File: src/rtl/hazard_pkg.sv
// rtl/hazard_pkg.sv - instruction class / stall cause encodings and latency helpers for the hazard scoreboard
package hazard_pkg;

    typedef enum logic [1:0] {
        CLS_ALU  = 2'd0,
        CLS_LOAD = 2'd1,
        CLS_MD   = 2'd2,
        CLS_NONE = 2'd3
    } cls_e;

    typedef enum logic [1:0] {
        CAUSE_NONE   = 2'd0,
        CAUSE_RAW    = 2'd1,
        CAUSE_WAW    = 2'd2,
        CAUSE_STRUCT = 2'd3
    } cause_e;

    // Cycles a dependent must wait behind an instruction of the given class.
    function automatic int lat(input logic [1:0] cls, input int alu_lat,
                               input int load_lat, input int md_lat);
        case (cls)
            CLS_ALU:  return alu_lat;
            CLS_LOAD: return load_lat;
            CLS_MD:   return md_lat;
            default:  return 0;
        endcase
    endfunction

    function automatic int cnt_width(input int a, input int b, input int c);
        int m;
        m = a;
        if (b > m) m = b;
        if (c > m) m = c;
        return (m < 1) ? 1 : $clog2(m + 1);
    endfunction

endpackage

File: src/rtl/hazard_scoreboard_if.sv
// rtl/hazard_scoreboard_if.sv - ID-stage instruction fields in, pipeline hold/bubble/flush controls out
interface hazard_scoreboard_if #(
    parameter int REG_ADDR_W = 5,
    parameter int PERF_W     = 16
);
    logic                  id_valid;
    logic [REG_ADDR_W-1:0] id_rs;
    logic [REG_ADDR_W-1:0] id_rt;
    logic                  id_uses_rs;
    logic                  id_uses_rt;
    logic [REG_ADDR_W-1:0] id_dst;
    logic                  id_wr_en;
    logic [1:0]            id_class;
    logic                  ex_branch_taken;

    logic                  pc_write;
    logic                  if_id_write;
    logic                  stall_mux;
    logic                  flush_if_id;
    logic [1:0]            stall_cause;
    logic [PERF_W-1:0]     stall_cycles;

    modport master (
        output id_valid, id_rs, id_rt, id_uses_rs, id_uses_rt,
               id_dst, id_wr_en, id_class, ex_branch_taken,
        input  pc_write, if_id_write, stall_mux, flush_if_id,
               stall_cause, stall_cycles
    );

    modport slave (
        input  id_valid, id_rs, id_rt, id_uses_rs, id_uses_rt,
               id_dst, id_wr_en, id_class, ex_branch_taken,
        output pc_write, if_id_write, stall_mux, flush_if_id,
               stall_cause, stall_cycles
    );

endinterface

File: src/rtl/hazard_pend_cnt.sv
// rtl/hazard_pend_cnt.sv - single countdown counter with load override and nonzero flag
module hazard_pend_cnt #(
    parameter int CNT_W = 3
) (
    input  logic             clk,
    input  logic             rst_n,
    input  logic             load,
    input  logic [CNT_W-1:0] value,
    input  logic             dec,
    output logic [CNT_W-1:0] count,
    output logic             nonzero
);

    // A load wins over the decrement so a fresh producer always restarts the count.
    always_ff @(posedge clk) begin
        if (!rst_n) begin
            count <= '0;
        end else if (load) begin
            count <= value;
        end else if (dec && (count != '0)) begin
            count <= count - CNT_W'(1);
        end
    end

    assign nonzero = |count;

endmodule

File: src/rtl/hazard_scoreboard.sv
// rtl/hazard_scoreboard.sv - ID-stage RAW/WAW/mul-div hazard detection with per-register countdown scoreboard
module hazard_scoreboard
    import hazard_pkg::*;
#(
    parameter int NUM_REGS   = 32,
    parameter int REG_ADDR_W = 5,
    parameter int ALU_LAT    = 0,
    parameter int LOAD_LAT   = 1,
    parameter int MD_LAT     = 4,
    parameter int PERF_W     = 16
) (
    input  logic                clk,
    input  logic                rst_n,
    hazard_scoreboard_if.slave  bus
);

    localparam int CNT_W = cnt_width(ALU_LAT, LOAD_LAT, MD_LAT);

    logic [CNT_W-1:0]    pend_cnt [NUM_REGS];
    logic [NUM_REGS-1:0] pend_nz;
    logic [CNT_W-1:0]    id_lat;
    logic [CNT_W-1:0]    md_cnt;
    logic                md_nz;
    logic                md_load;
    logic                raw_rs;
    logic                raw_rt;
    logic                raw;
    logic                waw;
    logic                struct_haz;
    logic                stall;
    logic                flush;
    logic                issue;
    logic [PERF_W-1:0]   perf_cnt;

    assign id_lat = CNT_W'(lat(bus.id_class, ALU_LAT, LOAD_LAT, MD_LAT));

    // Register 0 is hard-wired to zero, so it never carries a pending write.
    assign pend_cnt[0] = '0;
    assign pend_nz[0]  = 1'b0;

    for (genvar r = 1; r < NUM_REGS; r++) begin : g_pend
        logic ld;
        assign ld = issue && bus.id_wr_en && (bus.id_dst == REG_ADDR_W'(r));

        hazard_pend_cnt #(.CNT_W(CNT_W)) u_cnt (
            .clk     (clk),
            .rst_n   (rst_n),
            .load    (ld),
            .value   (id_lat),
            .dec     (1'b1),
            .count   (pend_cnt[r]),
            .nonzero (pend_nz[r])
        );
    end

    assign md_load = issue && (bus.id_class == CLS_MD);

    hazard_pend_cnt #(.CNT_W(CNT_W)) u_md_busy (
        .clk     (clk),
        .rst_n   (rst_n),
        .load    (md_load),
        .value   (CNT_W'(MD_LAT)),
        .dec     (1'b1),
        .count   (md_cnt),
        .nonzero (md_nz)
    );

    assign raw_rs     = bus.id_uses_rs && (bus.id_rs != '0) && pend_nz[bus.id_rs];
    assign raw_rt     = bus.id_uses_rt && (bus.id_rt != '0) && pend_nz[bus.id_rt];
    assign raw        = bus.id_valid && (raw_rs || raw_rt);
    // A younger writer may overlap an older one only if it cannot finish first.
    assign waw        = bus.id_valid && bus.id_wr_en && (bus.id_dst != '0)
                        && (pend_cnt[bus.id_dst] > id_lat);
    assign struct_haz = bus.id_valid && (bus.id_class == CLS_MD) && md_nz;
    assign stall      = raw || waw || struct_haz;
    assign flush      = bus.ex_branch_taken;
    assign issue      = bus.id_valid && !stall && !flush;

    always_comb begin
        bus.pc_write    = 1'b1;
        bus.if_id_write = 1'b1;
        bus.stall_mux   = 1'b0;
        bus.flush_if_id = 1'b0;
        bus.stall_cause = CAUSE_NONE;
        if (flush) begin
            bus.stall_mux   = 1'b1;
            bus.flush_if_id = 1'b1;
        end else if (stall) begin
            bus.pc_write    = 1'b0;
            bus.if_id_write = 1'b0;
            bus.stall_mux   = 1'b1;
            if (raw)      bus.stall_cause = CAUSE_RAW;
            else if (waw) bus.stall_cause = CAUSE_WAW;
            else          bus.stall_cause = CAUSE_STRUCT;
        end
    end

    always_ff @(posedge clk) begin
        if (!rst_n) begin
            perf_cnt <= '0;
        end else if (stall && !flush && (perf_cnt != '1)) begin
            perf_cnt <= perf_cnt + PERF_W'(1);
        end
    end

    assign bus.stall_cycles = perf_cnt;

    md_busy_range: assert property (@(posedge clk) disable iff (!rst_n)
                                    md_cnt <= CNT_W'(MD_LAT));

endmodule
File: src/flat_wrapper.sv
// flat-port wrapper written by rule: the top's interface ports become plain ports
module hazard_scoreboard_flat import hazard_pkg::*;
#(
    parameter int NUM_REGS   = 32,
    parameter int REG_ADDR_W = 5,
    parameter int ALU_LAT    = 0,
    parameter int LOAD_LAT   = 1,
    parameter int MD_LAT     = 4,
    parameter int PERF_W     = 16
)
  (clk, rst_n, bus_id_valid, bus_id_rs, bus_id_rt, bus_id_uses_rs, bus_id_uses_rt, bus_id_dst, bus_id_wr_en, bus_id_class, bus_ex_branch_taken, bus_pc_write, bus_if_id_write, bus_stall_mux, bus_flush_if_id, bus_stall_cause, bus_stall_cycles);
  hazard_scoreboard_if #(.REG_ADDR_W(REG_ADDR_W), .PERF_W(PERF_W)) bus_i ();
  input  logic clk;
  input  logic rst_n;
  input wire logic [$bits(bus_i.id_valid)-1:0] bus_id_valid;
  input wire logic [$bits(bus_i.id_rs)-1:0] bus_id_rs;
  input wire logic [$bits(bus_i.id_rt)-1:0] bus_id_rt;
  input wire logic [$bits(bus_i.id_uses_rs)-1:0] bus_id_uses_rs;
  input wire logic [$bits(bus_i.id_uses_rt)-1:0] bus_id_uses_rt;
  input wire logic [$bits(bus_i.id_dst)-1:0] bus_id_dst;
  input wire logic [$bits(bus_i.id_wr_en)-1:0] bus_id_wr_en;
  input wire logic [$bits(bus_i.id_class)-1:0] bus_id_class;
  input wire logic [$bits(bus_i.ex_branch_taken)-1:0] bus_ex_branch_taken;
  output wire logic [$bits(bus_i.pc_write)-1:0] bus_pc_write;
  output wire logic [$bits(bus_i.if_id_write)-1:0] bus_if_id_write;
  output wire logic [$bits(bus_i.stall_mux)-1:0] bus_stall_mux;
  output wire logic [$bits(bus_i.flush_if_id)-1:0] bus_flush_if_id;
  output wire logic [$bits(bus_i.stall_cause)-1:0] bus_stall_cause;
  output wire logic [$bits(bus_i.stall_cycles)-1:0] bus_stall_cycles;
  assign bus_i.id_valid = bus_id_valid;
  assign bus_i.id_rs = bus_id_rs;
  assign bus_i.id_rt = bus_id_rt;
  assign bus_i.id_uses_rs = bus_id_uses_rs;
  assign bus_i.id_uses_rt = bus_id_uses_rt;
  assign bus_i.id_dst = bus_id_dst;
  assign bus_i.id_wr_en = bus_id_wr_en;
  assign bus_i.id_class = bus_id_class;
  assign bus_i.ex_branch_taken = bus_ex_branch_taken;
  assign bus_pc_write = bus_i.pc_write;
  assign bus_if_id_write = bus_i.if_id_write;
  assign bus_stall_mux = bus_i.stall_mux;
  assign bus_flush_if_id = bus_i.flush_if_id;
  assign bus_stall_cause = bus_i.stall_cause;
  assign bus_stall_cycles = bus_i.stall_cycles;
  hazard_scoreboard #(.NUM_REGS(NUM_REGS), .REG_ADDR_W(REG_ADDR_W), .ALU_LAT(ALU_LAT), .LOAD_LAT(LOAD_LAT), .MD_LAT(MD_LAT), .PERF_W(PERF_W)) u_core (.clk(clk), .rst_n(rst_n), .bus(bus_i));
endmodule
File: config.mk
export PLATFORM = sky130hd
export DESIGN_NAME = hazard_scoreboard_flat
export DESIGN_NICKNAME = d
export VERILOG_FILES = /design/src/rtl/hazard_pkg.sv /design/src/rtl/hazard_scoreboard_if.sv /design/src/rtl/hazard_pend_cnt.sv /design/src/rtl/hazard_scoreboard.sv /design/src/flat_wrapper.sv
export SDC_FILE = /design/constraint.sdc
export NUM_CORES = 1
export LEC_CHECK = 0
export CORE_ASPECT_RATIO = 1.75
export CORE_MARGIN = 3
export CORE_UTILIZATION = 55
export DETAILED_ROUTE_END_ITERATION = 10
export PLACE_DENSITY = 0.84
export SYNTH_ARGS = -nofsm -noshare
export SYNTH_HDL_FRONTEND = slang
export SYNTH_SLANG_ARGS = --single-unit
File: constraint.sdc
create_clock -name clk -period 8.7 [get_ports clk]
set_clock_uncertainty 0.2 [all_clocks]
set_input_delay 1.305 -clock clk [delete_from_list [all_inputs] [get_ports clk]]
set_output_delay 1.305 -clock clk [all_outputs]
set_load 0.1 [all_outputs]
# Yosys cells after proc, flatten, opt, wreduce, memory -nomap -nowiden
# Index checks and enable logic that the tools add are counted.
# word_totals
regBits,112
input_bits,24
out_inout_bits,22
# op_classes
addsub,33
order_cmp,4
n_eq_ne,34
mux,81
bitwise_logic,2
n_reduce_logical,152
# ops
operator,n
$mux W3,66
$reduce_bool A3 Y1,32
$reduce_or A3 Y1,32
$sub A3 B1 Y3 const B,32
$eq A5 B5 Y1 const B,16
$reduce_bool A2 Y1,32
$logic_and A1 B1 Y1,47
$eq A5 B4 Y1 const B,8
$eq A5 B3 Y1 const B,4
$add A16 B1 Y16 const B,1
$ne A16 B16 Y1 const B,1
$bmux W3 S5,1
$reduce_bool A5 Y1,3
$lt A5 B6 Y1 const B,2
$bmux W1 S5,2
$eq A5 B2 Y1 const B,2
$mux W1,8
$ge A6 B6 Y1 const B,1
$mux W2,3
$not A5 Y6,1
$pmux W3 S2,1
$eq A5 B1 Y1 const B,1
$gt A3 B3 Y1,1
$logic_or A1 B1 Y1,3
other kinds (5),6

# Logic depth before layout (Yosys ltp)
# depth
ltp_word,14
depth_mapped,20
ltp_nobuf,14

# By module
# A second synthesis with hierarchy kept.
# hier_totals
cells_unflattened,1035
hier_area_um2,9226.3
# modules_own_cells
mod,instances,cells_each,area_per_inst_um2,seq_area_each_um2
hazard_pend_cnt,32,23,205.2,60.1
hazard_scoreboard,1,299,2660.1,320.3

# Least setup slack after synthesis
# OpenSTA, ideal clock, no wires.
# synth_timing
path_type,input port to output port
from,input port bus_id_dst[0]
to,output port bus_stall_cause[0]
arrival_time_ps,5847
required_ps,7195
path_slack_ps,1348
cell_stages,14
path_cell_list,buf_6 buf_1 buf_2 mux4_2 mux4_2 nor2_1 nor2_1 ha_1 nand2_1 a221o_1 a211oi_2 a311o_2 nand2_1 a21oi_1
# synth_between
elab_chain_len,10
elab_cells_between_ends,14
classes_between,order compare: 1; mux: 7; bitwise: 1; reduce/logical: 5
# synth_lines
item,line,text
from (decl),flat_wrapper.sv:20,input wire logic [$bits(bus_i.id_dst)-1:0] bus_id_dst;
$not A5 Y6 (implied by the code),hazard_scoreboard.sv:73,&& (pend_cnt[bus.id_dst] > id_lat);
$bmux W3 S5,hazard_scoreboard.sv:73,
$mux W3 (implied by the code) (2 in series),hazard_scoreboard.sv:73,
$gt A3 B3 Y1,hazard_scoreboard.sv:73,
$logic_and A1 B1 Y1 *,hazard_scoreboard.sv:73,
$mux W1 or $logic_or A1 B1 Y1 (tied branches),"hazard_scoreboard.sv:93, hazard_scoreboard.sv:75",
$mux W2 or $logic_or A1 B1 Y1 (tied branches),"hazard_scoreboard.sv:92, hazard_scoreboard.sv:75",
$mux W2 *,hazard_scoreboard.sv:88,end else if (stall) begin
$mux W2 *,hazard_scoreboard.sv:85,if (flush) begin
to (decl),flat_wrapper.sv:28,output wire logic [$bits(bus_i.stall_cause)-1:0] bus_stall_cause;
# Every way passes the cells marked *; elsewhere a longest branch is shown, timed or not. The select of a mux whose other input is x is not followed.

# Worst setup path in the final report
# layout_timing
from,input port bus_id_dst[1]
to,output port bus_if_id_write
# layout_between
elab_chain_len,10
elab_cells_between_ends,12
classes_between,order compare: 1; mux: 5; bitwise: 1; reduce/logical: 5
# layout_lines
item,line,text
$not A5 Y6 (implied by the code),hazard_scoreboard.sv:73,
$bmux W3 S5,hazard_scoreboard.sv:73,
$mux W3 (implied by the code) (2 in series),hazard_scoreboard.sv:73,
$gt A3 B3 Y1,hazard_scoreboard.sv:73,
$logic_and A1 B1 Y1 *,hazard_scoreboard.sv:73,
$logic_or A1 B1 Y1 * (2 in series),hazard_scoreboard.sv:75,assign stall = raw || waw || struct_haz;
$mux W1 *,hazard_scoreboard.sv:88,
$mux W1 *,hazard_scoreboard.sv:85,
to (decl),flat_wrapper.sv:25,output wire logic [$bits(bus_i.if_id_write)-1:0] bus_if_id_write;
# Marked as above.

==> run_results.csv <==
group,metric,value,unit
place,place_area,0.008686,mm2
detailed_routing,viasPerCell,6.329,
pwr,pwr_density_cell,315.6,mW/mm2
timing,worstMarginPinSlew,1133,ps
setup_path,path_max_fanout,16,
yosys,yosys.area_share.simple,21.86,%
timing,fin_tns_setup,0,ps
setup_path,arrival,5590,ps
pwr,p_sw_share,42.49,%
timing,worst_slack,1601,ps
yosys,synthXorXnorAreaFrac,3.413,%
setup_path,cp_slowest_cell,"clkdlybuf4s50_1",
flow_run,maxCapViolCount,0,
setup_path,required,7190,ps
yosys,synth_compound_area_share,11.24,%
finish,area_growth,9.049,%
setup_path,worstSetupStartpoint,"bus_id_dst[1]",
finish,final_cells,1137,
finish,nNetsFinal,1044,
finish,antennaDiodeCount,0,
pwr,p_seq_share,31.4,%
yosys,yosysWarnings,0,
grt,grt_pass1_vias,7012,
finish,design_area,0.008956,mm2
floorplan,fp.coreArea,0.01451,mm2
cts,clk_path_buf_depth,2,
detailed_routing,ant_nets,0,
timing,hold_viol_final,0,
grt,use_met1,30.05,%
grt,grt_pass1_wl,37160,um
yosys,muxShareOfSynthArea,19.87,%
yosys,synth_area,0.008213,mm2
grt,grt_overflow,0,
grt,grtUsageTotal,28.30,%
finish,drive_gt1_share,11.60,%
detailed_routing,wl_per_cell,20.34,um
yosys,synth_top_family_by_area,"simple AND/OR/NAND/NOR gates",
status,status,"complete, no violations",
finish,final_cell_mix,"114 x nand2_1, 112 x dfxtp_1, 69 x inv_1",
yosys,synth_seq_cells,112,
detailed_routing,first_pass_iters,5,
pwr,p_leak,3.490,nW
grt,antenna_found_initial,0,
setup_path,cp-end-kind,"output pin",
cts,cts_buffers,9,
timing,fmax,140.9,MHz
yosys,synthArstFlopShare,0,%
setup_path,start_kind,"input pin",
cts,cts_htree_levels,3,
place,gp_congestion,0.9809,
floorplan,num_rows,58,
yosys,synth_edf_count,0,
setup_path,cp_common_cell,"nand2_1",
cts,cts.clk_slew.worst_paths,80,ps
place,dp_slack,1691,ps
pwr,pwr-share-comb,54.3,%
pwr,p_int,1.626,mW
cts,cts_setup_buffers,0,
cts,cts_root_buffer,"clkbuf_16",
setup_path,path_cells,"clkdlybuf4s50_1, buf_4, mux2_2, a22o_1, mux4_2, nor2_1, nor2_1, ha_1, nand2_1, a221o_1, a211oi_2, a311o_2, o21a_1, nand2_1, nand2_1, buf_4",
floorplan,io_pins,46,
timing,max_slew_margin,24.47,%
detailed_routing,drc,0,
grt,grt-busiest-layer,"met2",
min_path,min_from,"u_core.bus.stall_cycles[8]$_SDFFE_PN0P_",
min_path,holdCritPathClass,"register to register",
setup_path,crit-reg2reg-launch,"u_core.g_pend[16].u_cnt.count[2]$_SDFFE_PN0P_",
yosys,syn-num-nets,1030,
yosys,synth.distinct_cells,70,
grt,use_met2,49.28,%
pwr,clkPwrFrac,14.3,%
place,dp.cells,1122,
cts,cts.sinks,112,
cts,post_cts_resized,0,
grt,grt_max_degree,71,
timing,fin_crit,7099,ps
yosys,postSynthAreaPerCell,8.746,um2
place,hpwlAfterDp,17420,um
yosys,ys.flop_type,"dfxtp_1",
setup_path,cpPeakStageDelay,960,ps
timing,period_share,81.60,%
detailed_routing,via_count,7196,
cts,cts_hold_buffers,0,
floorplan,die_y,167.7,um
floorplan,dieArea,0.01649,mm2
yosys,ys_seq_area_share,27.30,%
timing,setup_violations,0,
grt,globalRouteMet3Util,4.627,%
pwr,power_switching,1.201,mW
cts,tritoncts,"done",
pwr,peakVddDrop,0.0001187,V
finish,final_common_cell,"nand2_1",
floorplan,initial_core_util,56.59,%
detailed_routing,wirelength,23130,um
setup_path,crit_type,"input pin to output pin",
place,port_buffers,45,
yosys,synthAdderAreaFrac,10.21,%
timing,rsz0062_at_grt,"false",
cts,clock_latency,370,ps
floorplan,die_x,98.38,um
detailed_routing,first_iter_violations,681,
timing,slew_viol_final,0,
yosys,synthCells,939,
critical path, delay by kind of cell:
kind            cells  cell delay (ps)
buf+inv             3             1640
compound gates      5             1130
mux                 2              810
simple gates        5              390
fa+ha+maj           1              290
per-stage QoR:
step / hold WS [ps] / util (%) / power, mW
2_1_floorplan: 275.9 / - / 2.035
3_3_place_gp: 267.6 / 59.84 / 2.344
3_5_place_dp: 280.4 / 59.84 / 2.404
4_1_cts: 291.6 / 61.71 / 2.809
5_1_grt: 319.3 / 61.71 / 3.034
6_report: 290.3 / 61.71 / 2.826
layout make-up:
type                            instances  area [um2]
Tap cell                              180       225.2
Inverter                               71       266.5
Clock buffer                            9       225.2
Fill cell                            1249        5558
Clock inverter                          6       45.04
Multi-Input combinational cell        707        5469
Sequential cell                       112        2242
Timing Repair Buffer                   52       483.0
state kept, by name (all words and copies together) (netlist names):
| name | cells |
|---|---|
| u_core.bus.stall_cycles | 16 |
| u_core.g_pend.u_cnt.count | 93 |
| u_core.u_md_busy.count | 3 |
logic make-up after synthesis:
family / count (synthesis)
xor gates and xnor gates: 32
and+or+nand+nor: 350
AOI/OAI and AO/OA: 137
adders and majority gates: 67
buffers and inverters: 120
muxes: 121
DFF: 112
power groups by stage:
stage	sequential [mW]	clock [mW]	combinational [mW]
floorplan	0.827	0	1.21
global placement	0.881	0	1.46
detailed placement	0.888	0	1.52
CTS	0.878	0.405	1.53
global route	0.905	0.425	1.70
finish	0.888	0.404	1.53
routing by layer:
layer	routed length [um]	share of wire [%]
met5	0	0
met4	1902	8.2
met3	1399	6.0
met2	11810	51
met1	8015	35
synth_stat cells (all sizes together) (2+ instances only):
master	n	area share (%)
or3	2	0.15
o2111ai	4	0.43
and3	14	1.1
a311o	2	0.26
ha	67	10
a2111oi	3	0.34
mux2	33	4.5
a221o	2	0.24
and2	5	0.38
a211oi	10	0.97
o32ai	4	0.43
nor2	68	3.7
xnor2	32	3.4
nor2b	53	4.0
nand4	8	0.61
o31ai	7	0.64
o211ai	5	0.46
or4	2	0.18
nor3b	8	0.73
a21boi	3	0.27
a211o	4	0.43
or4bb	2	0.27
a31o	2	0.21
or3b	3	0.32
o311ai	2	0.30
nand2	115	5.3
nand3	29	1.8
nand3b	2	0.18
inv	70	3.2
nand2b	21	1.6
dfxtp	112	27
o21ai	33	2.0
or2	2	0.15
buf	19	1.5
mux4	30	8.3
a31oi	3	0.23
o21a	2	0.18
clkbuf	30	1.4
nor3	10	0.61
nor4	2	0.41
mux2i	58	7.1
o22ai	16	1.3
a22o	4	0.43
a21oi	26	1.6
worst paths after layout:
kind                                                   end  depth (start not counted)  slack, ps
min reg2reg        u_core.bus.stall_cycles[8]$_SDFFE_PN0P_                          2        290
min                u_core.bus.stall_cycles[8]$_SDFFE_PN0P_                          2        290
max                                        bus_if_id_write                         16       1600
max reg2reg  u_core.g_pend[19].u_cnt.count[2]$_SDFFE_PN0P_                         13       3970
Note: power is estimated with default switching activity, not from simulation.
